--- config.mk ---
export PLATFORM = sky130hd
export DESIGN_NAME = clk_div_gen_flat
export DESIGN_NICKNAME = d
export VERILOG_FILES = /design/src/rtl/clk_div_gen_if.sv /design/src/rtl/clk_div_gen.sv /design/src/flat_wrapper.sv
export SDC_FILE = /design/constraint.sdc
export NUM_CORES = 1
export LEC_CHECK = 0
export ABC_AREA = 1
export CELL_PAD_IN_SITES_DETAIL_PLACEMENT = 1
export CELL_PAD_IN_SITES_GLOBAL_PLACEMENT = 1
export CORE_MARGIN = 10
export CORE_UTILIZATION = 39
export DETAILED_ROUTE_END_ITERATION = 10
export PLACE_DENSITY_LB_ADDON = 0.1
export SLEW_MARGIN = 20
export SYNTH_ARGS = -nofsm -noshare
export SYNTH_HDL_FRONTEND = slang
export SYNTH_SLANG_ARGS = --single-unit
--- constraint.sdc ---
create_clock -name CLKIN -period 2.18 [get_ports CLKIN]
set_clock_uncertainty 0.15 [all_clocks]
set_input_delay 0.436 -clock CLKIN [delete_from_list [all_inputs] [get_ports CLKIN]]
set_output_delay 0.436 -clock CLKIN [all_outputs]
set_load 0.01 [all_outputs]
--- src/rtl/clk_div_gen_if.sv ---
// Control/status bundle for clk_div_gen: run request, divisor load, divided clock and status.
interface clk_div_gen_if #(
  parameter int unsigned CNT_W = 8
);
  logic             EN;
  logic [CNT_W-1:0] DIV_IN;
  logic             DIV_LD;
  logic             CLKOUT;
  logic             CE_PULSE;
  logic [CNT_W-1:0] DIV_OUT;
  logic             DIV_ACK;
  logic             DIV_ERR;
  logic             BUSY;

  modport master (
    output EN, DIV_IN, DIV_LD,
    input  CLKOUT, CE_PULSE, DIV_OUT, DIV_ACK, DIV_ERR, BUSY
  );

  modport slave (
    input  EN, DIV_IN, DIV_LD,
    output CLKOUT, CE_PULSE, DIV_OUT, DIV_ACK, DIV_ERR, BUSY
  );
endinterface

--- src/rtl/clk_div_gen.sv ---
// Runtime-programmable integer clock divider with double-buffered divisor and
// glitch-free start/stop; every output is registered.
module clk_div_gen #(
  parameter int unsigned CNT_W       = 8,
  parameter int unsigned DEFAULT_DIV = 4
) (
  input logic           CLKIN,
  input logic           SCLR,
  clk_div_gen_if.slave  bus
);
  typedef enum logic [1:0] {IDLE, RUN, DRAIN} state_t;

  state_t           state;
  logic [CNT_W-1:0] cnt;
  logic [CNT_W-1:0] d;
  logic [CNT_W-1:0] pend_val;
  logic             pend;
  logic             clkout;
  logic             ce;
  logic             ack;
  logic             err;
  logic             busy;

  logic [CNT_W:0]   half;
  logic [CNT_W-1:0] cnt_inc;
  logic             wrap;
  logic             ld_ok;
  logic             ld_bad;
  logic             high_inc;

  always_comb begin
    half     = ({1'b0, d} + 1'b1) >> 1;
    cnt_inc  = cnt + 1'b1;
    wrap     = (cnt == d - 1'b1);
    ld_ok    = bus.DIV_LD && (bus.DIV_IN >= CNT_W'(2));
    ld_bad   = bus.DIV_LD && (bus.DIV_IN <  CNT_W'(2));
    high_inc = ({1'b0, cnt_inc} < half);
  end

  always_ff @(posedge CLKIN) begin
    if (SCLR) begin
      state    <= IDLE;
      cnt      <= '0;
      d        <= CNT_W'(DEFAULT_DIV);
      pend_val <= '0;
      pend     <= 1'b0;
      clkout   <= 1'b0;
      ce       <= 1'b0;
      ack      <= 1'b0;
      err      <= 1'b0;
      busy     <= 1'b0;
    end else begin
      err <= ld_bad;
      ack <= 1'b0;
      case (state)
        IDLE: begin
          cnt <= '0;
          if (ld_ok) begin
            d    <= bus.DIV_IN;
            ack  <= 1'b1;
            pend <= 1'b0;
          end
          if (bus.EN) begin
            state  <= RUN;
            clkout <= 1'b1;
            ce     <= 1'b1;
            busy   <= 1'b1;
          end else begin
            clkout <= 1'b0;
            ce     <= 1'b0;
            busy   <= 1'b0;
          end
        end
        default: begin
          if (ld_ok) begin
            pend_val <= bus.DIV_IN;
            pend     <= 1'b1;
          end
          if (wrap) begin
            // Old pend_val is applied here; a same-cycle load stays pending.
            cnt <= '0;
            if (pend) begin
              d   <= pend_val;
              ack <= 1'b1;
              if (!ld_ok) pend <= 1'b0;
            end
            if (bus.EN) begin
              state  <= RUN;
              clkout <= 1'b1;
              ce     <= 1'b1;
              busy   <= 1'b1;
            end else begin
              state  <= IDLE;
              clkout <= 1'b0;
              ce     <= 1'b0;
              busy   <= 1'b0;
            end
          end else begin
            cnt    <= cnt_inc;
            clkout <= high_inc;
            ce     <= 1'b0;
            busy   <= 1'b1;
            if (!bus.EN) state <= DRAIN;
          end
        end
      endcase
    end
  end

  assign bus.CLKOUT   = clkout;
  assign bus.CE_PULSE = ce;
  assign bus.DIV_OUT  = d;
  assign bus.DIV_ACK  = ack;
  assign bus.DIV_ERR  = err;
  assign bus.BUSY     = busy;
endmodule

--- src/flat_wrapper.sv ---
// flat-port wrapper written by rule: the top's interface ports become plain ports
module clk_div_gen_flat 
#(
  parameter int unsigned CNT_W       = 8,
  parameter int unsigned DEFAULT_DIV = 4
)
  (CLKIN, SCLR, bus_EN, bus_DIV_IN, bus_DIV_LD, bus_CLKOUT, bus_CE_PULSE, bus_DIV_OUT, bus_DIV_ACK, bus_DIV_ERR, bus_BUSY);
  clk_div_gen_if #(.CNT_W(CNT_W)) bus_i ();
  input logic CLKIN;
  input logic SCLR;
  input wire logic [$bits(bus_i.EN)-1:0] bus_EN;
  input wire logic [$bits(bus_i.DIV_IN)-1:0] bus_DIV_IN;
  input wire logic [$bits(bus_i.DIV_LD)-1:0] bus_DIV_LD;
  output wire logic [$bits(bus_i.CLKOUT)-1:0] bus_CLKOUT;
  output wire logic [$bits(bus_i.CE_PULSE)-1:0] bus_CE_PULSE;
  output wire logic [$bits(bus_i.DIV_OUT)-1:0] bus_DIV_OUT;
  output wire logic [$bits(bus_i.DIV_ACK)-1:0] bus_DIV_ACK;
  output wire logic [$bits(bus_i.DIV_ERR)-1:0] bus_DIV_ERR;
  output wire logic [$bits(bus_i.BUSY)-1:0] bus_BUSY;
  assign bus_i.EN = bus_EN;
  assign bus_i.DIV_IN = bus_DIV_IN;
  assign bus_i.DIV_LD = bus_DIV_LD;
  assign bus_CLKOUT = bus_i.CLKOUT;
  assign bus_CE_PULSE = bus_i.CE_PULSE;
  assign bus_DIV_OUT = bus_i.DIV_OUT;
  assign bus_DIV_ACK = bus_i.DIV_ACK;
  assign bus_DIV_ERR = bus_i.DIV_ERR;
  assign bus_BUSY = bus_i.BUSY;
  clk_div_gen #(.CNT_W(CNT_W), .DEFAULT_DIV(DEFAULT_DIV)) u_core (.CLKIN(CLKIN), .SCLR(SCLR), .bus(bus_i));
endmodule
==> metrics.md <==
| Metric | Value |
|---|---|
| Worst Hold Margin | between 0.2 and 0.3 ns |
| Starting Density | 0.402 |
| Setup TNS | 0 ns |
| Inst Count DP | 381 |
| DR WL/cell | 13.4 µm |
| Core Util, Final | 0.538 |
| Hold_sp | u_core.pend_val[5] |
| CTS Buf Count | 5 |
| Worst r2r path cells | 13 |
| Mapped Nets | 299 |
| Worst Hold End | u_core.pend_val[5] |
| Reg2Reg Launch Point | u_core.bus.DIV_OUT[0] |
| Mean post-synth cell area | around 7 µm² |
| Yosys warning total | 0 |
| Initial antenna violation count | 0 |
| Mux cell area share after synthesis | 0 |
| Die width | 89.7 µm |
| Share of layout cells above drive strength 1 | 0.194 |
| Clock Sinks | 32 |
| # diodes | 0 |
| Distinct cell type count after synthesis | 28 |
| Final cell count without fillers | between 300 and 400 |
| Post-synthesis adder-cell area fraction | 0.0660 |
| Worst slew pin tran | 0.394 ns |
| CTS Hold Bufs | 0 |
| Seq/Total Area, Yosys | 0.338 |
| Clock Tree Buf Depth | 2 |
| CP arrival | 2.16 ns |
| Power density cells | 678 mW/mm² |
| Most used flip-flop cell after synthesis | dfxtp_1 |
| Final Setup Violations | 0 |
| Simple-gate area share of the yosys netlist | 0.353 |
| DRT Wirelength | 5.23 mm |
| DRC | 0 |
| Vias per cell | 4.79 |
| Crit start category | flip-flop |
| Leakage power | 0.00116 µW |
| Nets | 345 |
| IO buf count | 24 |
| Xor/xnor cell area share of the yosys netlist | 0.0600 |
| Synth async-reset ratio | 0 |
| Core outline area | 0.00472 mm² |
| GP Congestion | 0.765 |
| P&R area growth vs syn | 34.0% |
| Yosys reg bits | 32 |
| Num rows | 25 |
| Die area | 0.00805 mm² |
| CP Capture Type | flip-flop |
| Largest family of logic cells by synthesized area | simple AND/OR/NAND/NOR gates |
| H-tree depth | 2 |
| Fmax | 478 MHz |
| Total GRT Usage | 0.129 |
| Final HPWL DP | between 4 and 5 mm |
| Status | completed |
| CTS clk-pin slew, worst paths | 0.07 ns |
| First-pass GRT wire length | 8.87 mm |
| Post-Synthesis Cells | ~280 |
| Clock root buffer | clkbuf_8 |
| Critical path peak fanout | 8 |
| Clk_lat worst skew | 0.28 ns |
| Drt initial violations | 47 |
| Number of global-route vias before repair | 1,935 |
| Period utilization | 0.960 |
| Reg2reg end | u_core.bus.DIV_ACK |
| Worst vdd ir | ~0.00038 V |
| I/O pins | 25 |
| Worst Hold Class | flip-flop to flip-flop |
| Vert. Die Dim | 89.7 µm |
| Compound-gate portion of the synthesized area | 0.0910 |
| Grt ovf | 0 |
| Number of enable flip-flop cells after synthesis | 0 |
| Final ANT Viol Nets | 0 |
| Setup Crit Path Kind | flip-flop to flip-flop |
| Max-cap violations | 0 |
| Worst path required time | roughly 2.3 ns |
| CTS tree | yes |
| WHS Path Cells | 2 |
| Largest net degree at the start of global routing | 18 |
| Slew margin rel. | 0.735 |
| Vias post-DR | 1,871 |
| Max-slew violations | 0 |
| R2R Setup Slk | 0.09 ns |
| Cell area after synthesis | ~0.0019 mm² |
| DRT Pass-1 Iters | 4 |
| Minimum clock period | 2.09 ns |
| Hold Vio Cnt, Final | 0 |
==> cell type report <==
type | count | area (µm²)
Inverter | 38 | 148
Clock buffer | 8 | 90.1
Multi-Input combinational cell | 201 | 1160
Timing Repair Buffer | 45 | 414
Tap cell | 67 | 83.8
Sequential cell | 32 | 649
Fill cell | 611 | 2180
==> layer usage <==
metal,vias to the layer above,global-route usage,wire length (µm)
li1,971,-,-
met1,864,0.141,2330
met2,28,0.235,2680
met3,8,0.0308,136
met4,0,0.0472,86
met5,-,0,0
==> state kept, by name, indices dropped and copies added (netlist names) <==
register	count
u_core.bus.DIV_ERR	1
u_core.pend	1
u_core.bus.BUSY	1
u_core.bus.CE_PULSE	1
u_core.bus.CLKOUT	1
u_core.bus.DIV_ACK	1
u_core.state	2
u_core.pend_val	8
u_core.bus.DIV_OUT	8
u_core.cnt	8
==> cell families after synthesis <==
kind of cell,after synthesis
flops,32
simple gates,144
compound gates,34
buf+inv,44
xor+xnor,13
fa+ha+maj,10
==> cell usage after synthesis, types with 3 or more instances <==
library cell,n,area [µm²]
nand2_1,62,233
nor2_1,37,139
inv_1,35,131
dfxtp_1,32,641
nand3_1,22,110
o21ai_0,18,90.1
a21oi_1,14,70.1
ha_1,10,125
xor2_1,8,70.1
nand4_1,5,31.3
xnor2_1,5,43.8
inv_2,3,11.3
nor2_2,3,18.8
nor3_1,3,15.0
==> layout by cell type (no fill, tap or decap) <==
cell | Yosys | layout
inv_4 | 0 | 2
clkbuf_1 | 2 | 2
a21oi_2 | 0 | 2
nand3_4 | 1 | 1
nand3b_1 | 2 | 2
inv_1 | 35 | 31
nor2_2 | 3 | 8
a21o_1 | 1 | 1
nor4_1 | 1 | 1
buf_12 | 0 | 1
nand4_2 | 1 | 1
xnor2_1 | 5 | 5
o21ai_0 | 18 | 17
clkdlybuf4s50_1 | 0 | 24
o21ai_1 | 1 | 2
nor3_1 | 3 | 2
ha_1 | 10 | 8
nor3_2 | 2 | 3
a21oi_1 | 14 | 12
clkbuf_8 | 0 | 6
dfxtp_1 | 32 | 29
nand3_1 | 22 | 22
nand4_1 | 5 | 5
nor2_4 | 2 | 4
dfxtp_4 | 0 | 2
buf_4 | 0 | 19
ha_4 | 0 | 2
xor2_1 | 8 | 8
dfxtp_2 | 0 | 1
nand2_4 | 2 | 3
inv_2 | 3 | 5
nand2_1 | 62 | 60
nor2_1 | 37 | 30
buf_6 | 1 | 1
nand2_2 | 1 | 2
==> critical path, cell delays in order (launching register included) <==
cell and delay [ns]:
dfxtp_4 0.39, inv_4 0.05, ha_4 0.28, nor2_1 0.06, nor2_2 0.08, nand2_1 0.06
nor2_1 0.12, nand3_1 0.10, nor2_2 0.16, nand2_2 0.09, nand2_4 0.09, nand3_4 0.16
buf_6 0.17, nor2_2 0.07
==> stage by stage <==
stage | power, µW | setup slack (ns) | area (µm²)
6_report | 1720 | 0.0865 | 2540
5_1_grt | 1850 | -0.0345 | 2540
4_1_cts | 1700 | 0.0247 | 2440
3_5_place_dp | 1210 | -0.0638 | 2340
3_3_place_gp | 1200 | -0.0413 | 2340
2_1_floorplan | 991 | 0.128 | 1900
==> power by group <==
group          internal (µW)  total [µW]  switching, µW
Clock                    257         472            215
Combinational            262         574            312
Sequential               633         677           44.7
Total                   1150        1720            571
==> worst max path at each step <==
stage,start,endpoint,slack [ns],cells past startpoint
after CTS,u_core.bus.DIV_OUT[1],u_core.bus.CLKOUT,0.02,10
after floorplan,u_core.bus.DIV_OUT[1],u_core.bus.CLKOUT,0.13,10
final,u_core.bus.DIV_OUT[0],u_core.bus.DIV_ACK,0.09,13
after detailed placement,bus_DIV_IN[1],u_core.bus.DIV_OUT[0],-0.06,9
after global placement,bus_DIV_IN[1],u_core.bus.DIV_OUT[0],-0.04,9
after global routing,u_core.bus.DIV_OUT[0],u_core.bus.DIV_ACK,-0.03,13
==> repair_timing <==
action                                  in CTS  in global routing
setup buffers                                0                  2
pin swaps                                    0                 11
resized for setup                            4                 27
endpoints found under the setup margin       1                 23
Note: power is estimated with default switching activity, not from simulation.
